### src/rtl/hub75_pkg.sv
// rtl/hub75_pkg.sv - shared types and constants for the HUB75 matrix controller
// Purpose: common pixel word type and default word width used by the SPI front
//   end, pixel-write and framebuffer blocks.
// Ports: none (package).
package hub75_pkg;

  localparam int WORD_WIDTH_DEFAULT = 16;

  typedef logic [15:0] pixel_word_t;

endpackage

### src/rtl/hub75_spi_slave_if.sv
// rtl/hub75_spi_slave_if.sv - serial-in / word-out bundle of the SPI deserializer
// Purpose: groups the serial input and the assembled-word outputs.
// Signals:
//   spi_mosi  - serial data, driven by the master while spi_clk is low
//   data      - last completed word
//   pixel_clk - one-cycle word-complete strobe
// Modports: master (SPI source / word consumer), slave (deserializer).
interface hub75_spi_slave_if #(
  parameter int WORD_WIDTH = 16
);

  logic                  spi_mosi;
  logic [WORD_WIDTH-1:0] data;
  logic                  pixel_clk;

  modport master (
    output spi_mosi,
    input  data,
    input  pixel_clk
  );

  modport slave (
    input  spi_mosi,
    output data,
    output pixel_clk
  );

endinterface

### src/rtl/hub75_spi_slave.sv
// rtl/hub75_spi_slave.sv - receive-only SPI (mode 0, MSB first) word deserializer
// Purpose: shifts MOSI in on rising spi_clk, publishes each completed word on
//   data and pulses pixel_clk for one spi_clk period on the final bit's edge.
// Ports:
//   spi_clk - SPI clock, the only clock
//   reset   - synchronous active-low reset
//   bus     - slave modport: spi_mosi in, data / pixel_clk out (registered)
module hub75_spi_slave
  import hub75_pkg::*;
#(
  parameter int WORD_WIDTH = WORD_WIDTH_DEFAULT
) (
  input  logic              spi_clk,
  input  logic              reset,
  hub75_spi_slave_if.slave  bus
);

  localparam int CNT_W = $clog2(WORD_WIDTH);
  localparam logic [CNT_W-1:0] LAST_BIT = CNT_W'(WORD_WIDTH - 1);

  logic [WORD_WIDTH-2:0] shift_q, shift_d;
  logic [CNT_W-1:0]      bit_count_q, bit_count_d;
  logic [WORD_WIDTH-1:0] data_q, data_d;
  logic                  pixel_clk_q, pixel_clk_d;

  always_comb begin
    shift_d     = shift_q;
    bit_count_d = bit_count_q;
    data_d      = data_q;
    pixel_clk_d = 1'b0;
    if (bit_count_q == LAST_BIT) begin
      // Final bit: publish the word straight from the shifter plus the live
      // bit so data and the strobe land on the same edge. shift_q is left as
      // is; the next word overwrites it completely before it is used.
      data_d      = {shift_q, bus.spi_mosi};
      pixel_clk_d = 1'b1;
      bit_count_d = '0;
    end else begin
      shift_d     = {shift_q[WORD_WIDTH-3:0], bus.spi_mosi};
      bit_count_d = bit_count_q + CNT_W'(1);
    end
  end

  always_ff @(posedge spi_clk) begin
    if (!reset) begin
      shift_q     <= '0;
      bit_count_q <= '0;
      data_q      <= '0;
      pixel_clk_q <= 1'b0;
    end else begin
      shift_q     <= shift_d;
      bit_count_q <= bit_count_d;
      data_q      <= data_d;
      pixel_clk_q <= pixel_clk_d;
    end
  end

  assign bus.data      = data_q;
  assign bus.pixel_clk = pixel_clk_q;

endmodule

### src/flat_wrapper.sv
// flat-port wrapper written by rule: the top's interface ports become plain ports
module hub75_spi_slave_flat import hub75_pkg::*;
#(
  parameter int WORD_WIDTH = WORD_WIDTH_DEFAULT
)
  (spi_clk, reset, bus_spi_mosi, bus_data, bus_pixel_clk);
  hub75_spi_slave_if #(.WORD_WIDTH(WORD_WIDTH)) bus_i ();
  input  logic spi_clk;
  input  logic reset;
  input wire logic [$bits(bus_i.spi_mosi)-1:0] bus_spi_mosi;
  output wire logic [$bits(bus_i.data)-1:0] bus_data;
  output wire logic [$bits(bus_i.pixel_clk)-1:0] bus_pixel_clk;
  assign bus_i.spi_mosi = bus_spi_mosi;
  assign bus_data = bus_i.data;
  assign bus_pixel_clk = bus_i.pixel_clk;
  hub75_spi_slave #(.WORD_WIDTH(WORD_WIDTH)) u_core (.spi_clk(spi_clk), .reset(reset), .bus(bus_i));
endmodule
### config.mk
export PLATFORM = sky130hd
export DESIGN_NAME = hub75_spi_slave_flat
export DESIGN_NICKNAME = d
export VERILOG_FILES = /design/src/rtl/hub75_pkg.sv /design/src/rtl/hub75_spi_slave_if.sv /design/src/rtl/hub75_spi_slave.sv /design/src/flat_wrapper.sv
export SDC_FILE = /design/constraint.sdc
export NUM_CORES = 1
export LEC_CHECK = 0
export CAP_MARGIN = 5
export CORE_MARGIN = 4
export CORE_UTILIZATION = 45
export DETAILED_ROUTE_END_ITERATION = 7
export PLACE_DENSITY_LB_ADDON = 0.08
export SETUP_SLACK_MARGIN = 0.4
export SLEW_MARGIN = 20
export SYNTH_ARGS = -nofsm -noshare
export SYNTH_HDL_FRONTEND = slang
export SYNTH_SLANG_ARGS = --single-unit
### constraint.sdc
create_clock -name spi_clk -period 2.74 [get_ports spi_clk]
set_clock_uncertainty 0.2 [all_clocks]
set_input_delay 0.548 -clock spi_clk [delete_from_list [all_inputs] [get_ports spi_clk]]
set_output_delay 0.548 -clock spi_clk [all_outputs]
set_load 0.005 [all_outputs]
Word level (Yosys, flattened, before mapping)
Index checks and enable logic that the tools add are counted.

word-level totals
  register bits = 36
  output and inout port bits = 17
  word-level logic and storage cells = 9

cells by class
  add/sub/neg operators = 1
  equal/unequal tests = 1
  multiplexer cells = 1
  bitwise logic cells = 1
  reduce and logical (&&, ||, !) cells = 1

operators with widths
  cell                                                           number
  4-bit by 1-bit adder with 4-bit output, second input constant  1
  4-bit == test, second input constant                           1
  2-bit OR reduction                                             1
  1-bit 2-to-1 mux                                               1
  1-bit inverter                                                 1

Logic depth before layout (Yosys ltp)
Gate-level depths: netlist (run 1).

  depth in word-level cells = 2
  mapped depth = 6
  mapped depth without buffers = 4

Least setup slack after synthesis (run 1)
Ideal clock, no wire load.

  path kind = register to register
  start = register u_core.bit_count_q[0]
  end = register u_core.pixel_clk_q (netlist: u_core.bus.pixel_clk)
  setup time = 0.116 ns
  arrival = 1.135 ns
  required time = 2.424 ns
  path slack = 1.289 ns
  cell stages (with the launch flop) = 6
  path buffers = 2
  period minus slack after synthesis = 1.451 ns
  path through = dfxtp_1 > ha_1 > and3_1 > buf_6 > buf_12 > and2_2

between the ends
  word-level cells in the longest chain between the ends = 2

ends and longest elaborated chain
  what                    line                   source
  start, declared         hub75_spi_slave.sv:22  logic [CNT_W-1:0] bit_count_q, bit_count_d;
  start signal, assigned  hub75_spi_slave.sv:52  bit_count_q <= bit_count_d;
  4-bit == test           hub75_spi_slave.sv:31  if (bit_count_q == LAST_BIT) begin
  1-bit 2-to-1 mux        hub75_spi_slave.sv:31
  end signal, assigned    hub75_spi_slave.sv:54  pixel_clk_q <= pixel_clk_d;
  end, declared           hub75_spi_slave.sv:24  logic pixel_clk_q, pixel_clk_d;

No other way between the ends.
A chain may end at the register's enable or synchronous reset.

Worst setup path in the final report (run 1)
  start = register u_core.data_q[10] (netlist: u_core.bus.data[10])
  end = output port bus_data[10]

RTL lines
  what                    line                   source
  start, declared         hub75_spi_slave.sv:23  logic [WORD_WIDTH-1:0] data_q, data_d;
  start signal, assigned  hub75_spi_slave.sv:53  data_q <= data_d;
  end, declared           flat_wrapper.sv:11     output wire logic [$bits(bus_i.data)-1:0] bus_data;

No word-level cell between the ends.

==> results.ini, run 1 <==
[timing]
setup_ws_ns=0.807
fin_crit_sh_pct=70.6
finalHoldViolCount=0
relSlewSlack_pct=76.5
setup_viol=0
clock.fmax_ghz=0.517
finalMaxSlewViolations=0
setup-tns-final_ns=0
rsz0062_at_grt=false
period_needed_ns=1.93
worst_slew_pin_slew_ns=0.353

[power]
power_mw=0.851
power_switching_mw=0.179
power_leakage_nw=0.576
intPower_mw=0.672
powerDensity_mw_per_mm2=523
pwr-share-comb_pct=3.2
swShare_pct=21.0
peakVddDrop_uv=350
clockPowerShare_pct=34.0
pwr-share-seq_pct=62.8

[finish]
diodes=0
syn_to_final_growth_pct=19.0
nets=162
layout.cells.non_filler=190
drive_above_1_share_pct=22.6

[setup_path]
slowest_stage=clkdlybuf4s50_1
max_stage_delay_ns=0.51
critPathKind=flop to primary output
crit_chain=clkdlybuf4s50_1
path_buf_inv=1
critPathTopFamily=buffers and inverters
path_depth=1
cp-startpoint=u_core.bus.data[10]$_SDFFE_PN0N_
reg2reg_setup_slack_ns=0.90
r2r_start=u_core.bit_count_q[0]$_SDFF_PP0_
crit_arrival_ns=1.19
end_kind=primary output
crit_path_end=bus_data[10]
r2r-end=u_core.shift_q[6]$_SDFFE_PN0P_
cp-start-kind=flop
reg2regPathDepth=5
critPathRequiredTime_ns=1.99
crit_fanout=2

[placement]
dp_hpwl_um=1570
port_buffers=19
gp_congestion=0.694
place_ws_ns=0.916
dpl.cell_count=182

[yosys]
synth_edf_count=0
syn-num-nets=140
synth_commonest_cells=nand2_1 (40), dfxtp_1 (36), a21boi_2 (17)
synth_seq_area_share_pct=52.7
yosys_warnings=0
async_flop_share_pct=0
yosysTopAreaCellShare_pct=52.7
synth.most_common_cell=nand2_1
synth_largest_area_cell=dfxtp_1
ys_seq_elements=36
yosysUniqueCellTypes=21
syn_area_mm2=0.00137
ys.flop_type=dfxtp_1
syn_inst=136
syn_area_per_cell_um2=10.0
ys_top_cells_by_area=dfxtp_1 (53%), a21boi_2 (14%), nand2_1 (11%)

[drt]
drc=0
via_per_inst=5.08
drt_iter0_markers=39
route.detailed.wl_per_inst_um=11.9
num_vias=966
wl_um=2270
ant_nets=0
drt_pass1_iterations=4

[clock_network]
clkTransAtPathRegs_ns=0.10
cts_buffers=5
cts.htree.levels=2
tritoncts=done
cts-resized-gates=0
root_buffer=clkbuf_4
ctsHoldBuffers=0
clockBufferDepth=2
insertion_delay_ns=0.33
cts.sinks=36
cts_setup_buffers=0

[grt]
grt_max_degree=37
grt_overflow_total=0
antenna_found_initial=0
grt_pass1_wl_um=4000
grt_pass1_vias=936
grt_use_total_pct=12.9

[floorplan]
initial_utilization_pct=48.3
ios=20
die_x_um=63.1
rows=19
coreArea_mm2=0.00283
die-area_mm2=0.00398
fp.dieH_um=63.1

[hold_path]
min_path_type=flop to flop

[status]
status=finished clean

[job]
maxCapViolCount=0

[layout make-up]
cell class              count  area, um^2
well taps                  31        38.8
repair buffers             23         220
clock buffers               8        58.8
inverters                   1        3.75
flip-flops and latches     36         721
fillers                   270        1200
multi-input cells          91         584
[how the worst min path moves through the flow]
stage	to	slack [ns]	depth (start not counted)	start
after floorplan	u_core.bit_count_q[0]$_SDFF_PP0_	0.23	1	u_core.bit_count_q[0]$_SDFF_PP0_
after global placement	u_core.bit_count_q[0]$_SDFF_PP0_	0.24	1	u_core.bit_count_q[0]$_SDFF_PP0_
after detailed placement	u_core.bit_count_q[0]$_SDFF_PP0_	0.25	1	u_core.bit_count_q[0]$_SDFF_PP0_
after CTS	u_core.bus.data[0]$_SDFFE_PN0N_	0.27	2	u_core.bus.data[0]$_SDFFE_PN0N_
after global routing	u_core.bus.data[0]$_SDFFE_PN0N_	0.28	2	u_core.bus.data[0]$_SDFFE_PN0N_
final	u_core.bus.data[0]$_SDFFE_PN0N_	0.27	2	u_core.bus.data[0]$_SDFFE_PN0N_
[power groups by stage]
stage	Clock (mW)	Combinational [mW]	Sequential, mW
3_5_place_dp	0	0.0279	0.546
6_report	0.289	0.0274	0.534
3_3_place_gp	0	0.0271	0.546
2_1_floorplan	0	0.0200	0.545
5_1_grt	0.324	0.0309	0.535
4_1_cts	0.304	0.0279	0.534
[placed cells by master (no fill, tap or decap), types with 2 or more instances in the layout]
cell type and instances:
clkbuf_4 5, nand2_2 7, a21boi_2 17, a21boi_0 15, buf_4 4, and3_1 2
clkbuf_1 2, nand2_1 40, clkdlybuf4s50_1 19, dfxtp_1 36
[stage by stage]
stage / area (um^2) / hold slack [ns] / utilization, %
2_1_floorplan: 1370 / 0.230 / -
3_3_place_gp: 1570 / 0.242 / 55.4
3_5_place_dp: 1570 / 0.253 / 55.4
4_1_cts: 1630 / 0.272 / 57.5
5_1_grt: 1630 / 0.282 / 57.5
6_report: 1630 / 0.266 / 57.5
[cells by family after synthesis]
group	count (synthesis)	synth area share, %
AND/OR/NAND/NOR	55	18.2
flip-flops	36	52.7
AO/OA/AOI/OAI	34	23.0
adder cells (fa/ha/maj)	1	0.916
buffers and inverters	9	4.49
XOR/XNOR	1	0.641
[metal layers]
| layer | GRT usage [%] | vias up | part of all wire, % | wire (um) |
|---|---|---|---|---|
| met4 | 7.44 | 0 | 2.4 | 54 |
| met5 | 0 | - | 0 | 0 |
| met1 | 16.1 | 455 | 48 | 1080 |
| met2 | 18.4 | 18 | 45 | 1030 |
| met3 | 5.33 | 5 | 4.4 | 100 |
| li1 | - | 488 | - | - |
[sequential cells by signal (all words and copies together) (netlist names)]
register and count:
u_core.shift_q 15, u_core.bus.pixel_clk 1, u_core.bus.data 16, u_core.bit_count_q 4
Power figures use the tool's default switching activity.
==> run 2: changes to the inputs <==
==> constraint.sdc (replaced) <==
create_clock -name spi_clk -period 1.6 [get_ports spi_clk]
set_clock_uncertainty 0.2 [all_clocks]
set_input_delay 0.32 -clock spi_clk [delete_from_list [all_inputs] [get_ports spi_clk]]
set_output_delay 0.32 -clock spi_clk [all_outputs]
set_load 0.005 [all_outputs]
==> results.ini, run 2 (synthesis gave the netlist of run 1 again) <==
[status]
status=finished clean

[clock_network]
tritoncts=done
insertion_delay_ns=0.34
clkTransAtPathRegs_ns=0.10
cts.htree.levels=2
cts.sinks=36
cts_buffers=5
clockBufferDepth=2
root_buffer=clkbuf_4

[timing]
finalMaxSlewViolations=0
relSlewSlack_pct=85.8
worst_slew_pin_slew_ns=0.213
finalHoldViolCount=0
fin_crit_sh_pct=84.5
period_needed_ns=1.35
clock.fmax_ghz=0.739
setup-tns-final_ns=0
rsz0062_at_grt=true
setup_viol=0

[drt]
drt_pass1_iterations=4
drc=0
drt_iter0_markers=29
wl_um=2490
route.detailed.wl_per_inst_um=12.6
ant_nets=0
via_per_inst=5.02
num_vias=993

[placement]
post_dp_cell_area_mm2=0.00160
dp_hpwl_um=1460
port_buffers=19
gp_congestion=0.676

[finish]
final_common_cell=nand2_1
drive_above_1_share_pct=59.3
largest_register_ffs=16
syn_to_final_growth_pct=35.1
nets=170
fin_area_mm2=0.00185
diodes=0
final_cell_mix=nand2_1 (34), a21boi_2 (26), dfxtp_2 (18)

[setup_path]
r2r-end=u_core.bus.data[6]$_SDFFE_PN0N_
critPathRequiredTime_ns=1.67
r2r_start=u_core.bit_count_q[0]$_SDFF_PP0_
critPathTopFamily=flip-flops
crit_arrival_ns=1.42
slowest_stage=dfxtp_4
crit_chain=ha_4 -> and3_4 -> buf_6 -> nand2_2 -> a21boi_1
crit_fanout=5
reg2reg_setup_slack_ns=0.25
max_stage_delay_ns=0.37
cp-start-kind=flop
path_buf_inv=1
critPathKind=flop to flop
reg2regPathDepth=5
end_kind=flop

[grt]
grt_pass1_wl_um=4130
grt_overflow_total=0
grt_max_degree=37
grt_use_total_pct=13.7
grt_pass1_vias=936
antenna_found_initial=0

[floorplan]
initial_utilization_pct=48.3
ios=20
die_x_um=63.1
coreArea_mm2=0.00283
fp.dieH_um=63.1
rows=19
die-area_mm2=0.00398

[job]
maxCapViolCount=0

[power]
power_leakage_nw=0.804
powerDensity_mw_per_mm2=807
peakVddDrop_uv=823

[hold_path]
hp-start=u_core.bus.data[15]$_SDFFE_PN0N_
hold_depth=2
hold_end=u_core.bus.data[15]$_SDFFE_PN0N_
min_path_type=flop to flop

## run 2: cell type report
type,count,area (um^2)
fillers,232,983
repair buffers,31,302
inverters,1,3.75
well taps,31,38.8
clock buffers,8,58.8
flip-flops and latches,36,747
multi-input cells,91,696
## run 2: stage by stage
| stage | setup WS, ns | power (mW) | util [%] | instances | hold WS (ns) |
|---|---|---|---|---|---|
| finish | 0.247 | 1.49 | 65.2 | 198 | 0.258 |
| global route | 0.192 | 1.55 | 65.2 | 198 | 0.284 |
| CTS | 0.274 | 1.50 | 61.2 | 197 | 0.256 |
| detailed placement | 0.0916 | 0.992 | 56.6 | 182 | 0.247 |
| global placement | 0.154 | 0.990 | 56.6 | 182 | 0.238 |
| floorplan | 0.267 | 0.973 | - | 136 | 0.227 |
## run 2: timing repair
item                       CTS  global route
pin swaps                    7             6
buffers inserted             6             0
gates resized for setup    109            28
hold buffers                 0             0
cloned                       1             1
setup endpoints to repair   51            53
## run 2: metal layers
| layer | up-vias | share of wire [%] | global-route usage [%] | wire length [um] |
|---|---|---|---|---|
| met5 | - | 0 | 0 | 0 |
| li1 | 506 | - | - | - |
| met1 | 468 | 43 | 15.1 | 1070 |
| met4 | 0 | 1.2 | 7.44 | 30 |
| met2 | 17 | 51 | 21.5 | 1280 |
| met3 | 2 | 4.4 | 6.75 | 110 |
## run 2: worst max-delay path by stage
stage                                           from                              end  slack (ns)  depth (start not counted)
floorplan           u_core.bit_count_q[0]$_SDFF_PP0_  u_core.bus.pixel_clk$_SDFF_PN0_        0.27                          5
global placement                               reset   u_core.shift_q[7]$_SDFFE_PN0P_        0.15                          3
detailed placement                             reset  u_core.bus.data[9]$_SDFFE_PN0N_        0.09                          3
CTS                 u_core.bit_count_q[0]$_SDFF_PP0_  u_core.bus.data[7]$_SDFFE_PN0N_        0.27                          5
global route        u_core.bit_count_q[0]$_SDFF_PP0_  u_core.bus.data[8]$_SDFFE_PN0N_        0.19                          5
finish              u_core.bit_count_q[0]$_SDFF_PP0_  u_core.bus.data[6]$_SDFFE_PN0N_        0.25                          5
## run 2: worst reg2reg max path: stages, from the launching register on
cell	delay, ns
dfxtp_4	0.37
ha_4	0.15
and3_4	0.24
buf_6	0.15
nand2_2	0.07
a21boi_1	0.11
## run 2: power breakdown
part | total (mW) | internal [mW] | switching, mW
Sequential | 0.917 | 0.906 | 0.0108
Clock | 0.503 | 0.217 | 0.287
Combinational | 0.0684 | 0.0429 | 0.0256
==> run 3: changes to the inputs <==
==> constraint.sdc (replaced) <==
create_clock -name spi_clk -period 1.2 [get_ports spi_clk]
set_clock_uncertainty 0.2 [all_clocks]
set_input_delay 0.24 -clock spi_clk [delete_from_list [all_inputs] [get_ports spi_clk]]
set_output_delay 0.24 -clock spi_clk [all_outputs]
set_load 0.005 [all_outputs]
==> results.ini, run 3 (synthesis gave the netlist of run 1 again) <==
[finish]
layout.cells.non_filler=208
n_fill_cell=225
diodes=0
multi_input_area_um2=718
syn_to_final_growth_pct=41.0
largest_register_ffs=16
regArea_um2=746
nets=180
final_common_cell=nand2_2
final_cell_mix=nand2_2 (28), a21boi_2 (20), dfxtp_2 (20)
drive_above_1_share_pct=68.4
fin_area_mm2=0.00193

[setup_path]
critPathKind=flop to flop
critPathRequiredTime_ns=1.23
crit_chain=ha_4 -> nand3_4 -> clkbuf_16 -> nand2_1 -> a21boi_2
end_kind=flop
critPathTopFamily=flip-flops
cp-start-kind=flop
slowest_stage=dfxtp_2
max_stage_delay_ns=0.36
crit_fanout=9
path_buf_inv=1
crit_arrival_ns=1.36

[clock_network]
cts_buffers=5
cts.sinks=36
root_buffer=clkbuf_4
tritoncts=done
clkTransAtPathRegs_ns=0.10
clockBufferDepth=2
cts.htree.levels=2
insertion_delay_ns=0.33

[grt]
antenna_found_initial=0
grt_overflow_total=0
grt_pass1_vias=1039
grt_max_degree=37
grt_pass1_wl_um=4730
grt_use_total_pct=15.1

[floorplan]
die_x_um=63.1
fp.dieH_um=63.1
rows=19
ios=20
coreArea_mm2=0.00283
initial_utilization_pct=48.3
die-area_mm2=0.00398

[timing]
setup_ws_ns=-0.128
finalMaxSlewViolations=0
worst_slew_pin_slew_ns=0.169
fin_crit_sh_pct=111
setup-tns-final_ns=-3.16
rsz0062_at_grt=true
finalHoldViolCount=0
setup_viol=51
period_needed_ns=1.33
relSlewSlack_pct=88.8
clock.fmax_ghz=0.753

[placement]
port_buffers=19
dp_hpwl_um=1540
dpl.cell_count=189
gp_congestion=0.695
place_ws_ns=-0.229
post_dp_cell_area_mm2=0.00167

[drt]
drc=0
drt-met1-wl_um=1210
drt_iter0_markers=28
num_vias=1066
route.detailed.wl_per_inst_um=13.2
via_per_inst=5.13
drt_pass1_iterations=4
highest_layer=met4
wl_met2_um=1380
wl_met3_um=102
wl_um=2750
ant_nets=0

[status]
status=complete, but fails checks
violations=negative setup slack

[power]
powerDensity_mw_per_mm2=1040
power_leakage_nw=0.763
peakVddDrop_uv=880
power_mw=1.99

[job]
maxCapViolCount=0

[hold_path]
min_path_type=flop to flop

==> run 3: cell count changes in the layout (fill, tap and decap cells not counted), sizes merged <==
cell,before,now
clkbuf,8,9
and3,2,4
buf,29,36
==> run 3: where the power goes <==
part	internal, mW	leakage (nW)	switching, mW
combinational	0.0667	0.430	0.0384
sequential	1.21	0.301	0.0152
clock	0.289	0.0326	0.376
total	1.57	0.763	0.429
==> run 3: worst paths after layout <==
path / start / endpoint / slack [ns] / cells after the start
worst max register to register: u_core.bit_count_q[0]$_SDFF_PP0_ / u_core.bus.data[11]$_SDFFE_PN0N_ / -0.13 / 5
worst max-delay path: u_core.bit_count_q[0]$_SDFF_PP0_ / u_core.bus.data[11]$_SDFFE_PN0N_ / -0.13 / 5
worst min register to register: u_core.shift_q[12]$_SDFFE_PN0P_ / u_core.shift_q[13]$_SDFFE_PN0P_ / 0.26 / 2
worst min-delay path: u_core.shift_q[12]$_SDFFE_PN0P_ / u_core.shift_q[13]$_SDFFE_PN0P_ / 0.26 / 2
==> run 3: through the flow <==
stage / util [%] / hold slack, ns
floorplan: - / 0.185
global placement: 58.9 / 0.246
detailed placement: 58.9 / 0.249
CTS: 62.1 / 0.257
global route: 68.1 / 0.286
finish: 68.1 / 0.265
==> run 3: repair_timing <==
action / CTS / global route
setup endpoints to repair: 53 / 53
gates resized for setup: 106 / 37
hold buffers: 0 / 0
pin swaps: 2 / 14
gates cloned: 3 / 1
buffers inserted: 3 / 4
==> run 3: final cells by class <==
type / count / share of cell area [%]
Sequential cell: 36 / 38.7
Multi-Input combinational cell: 93 / 37.3
Timing Repair Buffer: 39 / 18.8
Clock buffer: 8 / 3.05
Tap cell: 31 / 2.01
Inverter: 1 / 0.195
==> run 3: layer usage <==
metal | track usage, % | up-vias
li1 | - | 533
met1 | 17.5 | 508
met2 | 25.4 | 18
met3 | 3.73 | 7
met4 | 8.26 | 0
met5 | 0 | -
==> run 3: worst register-to-register path: cells and delay by family, from the launching register on <==
kind	cells	cell delay, ns
fa+ha+maj	1	0.18
simple gates	2	0.22
buf+inv	1	0.21
flops	1	0.36
compound gates	1	0.05
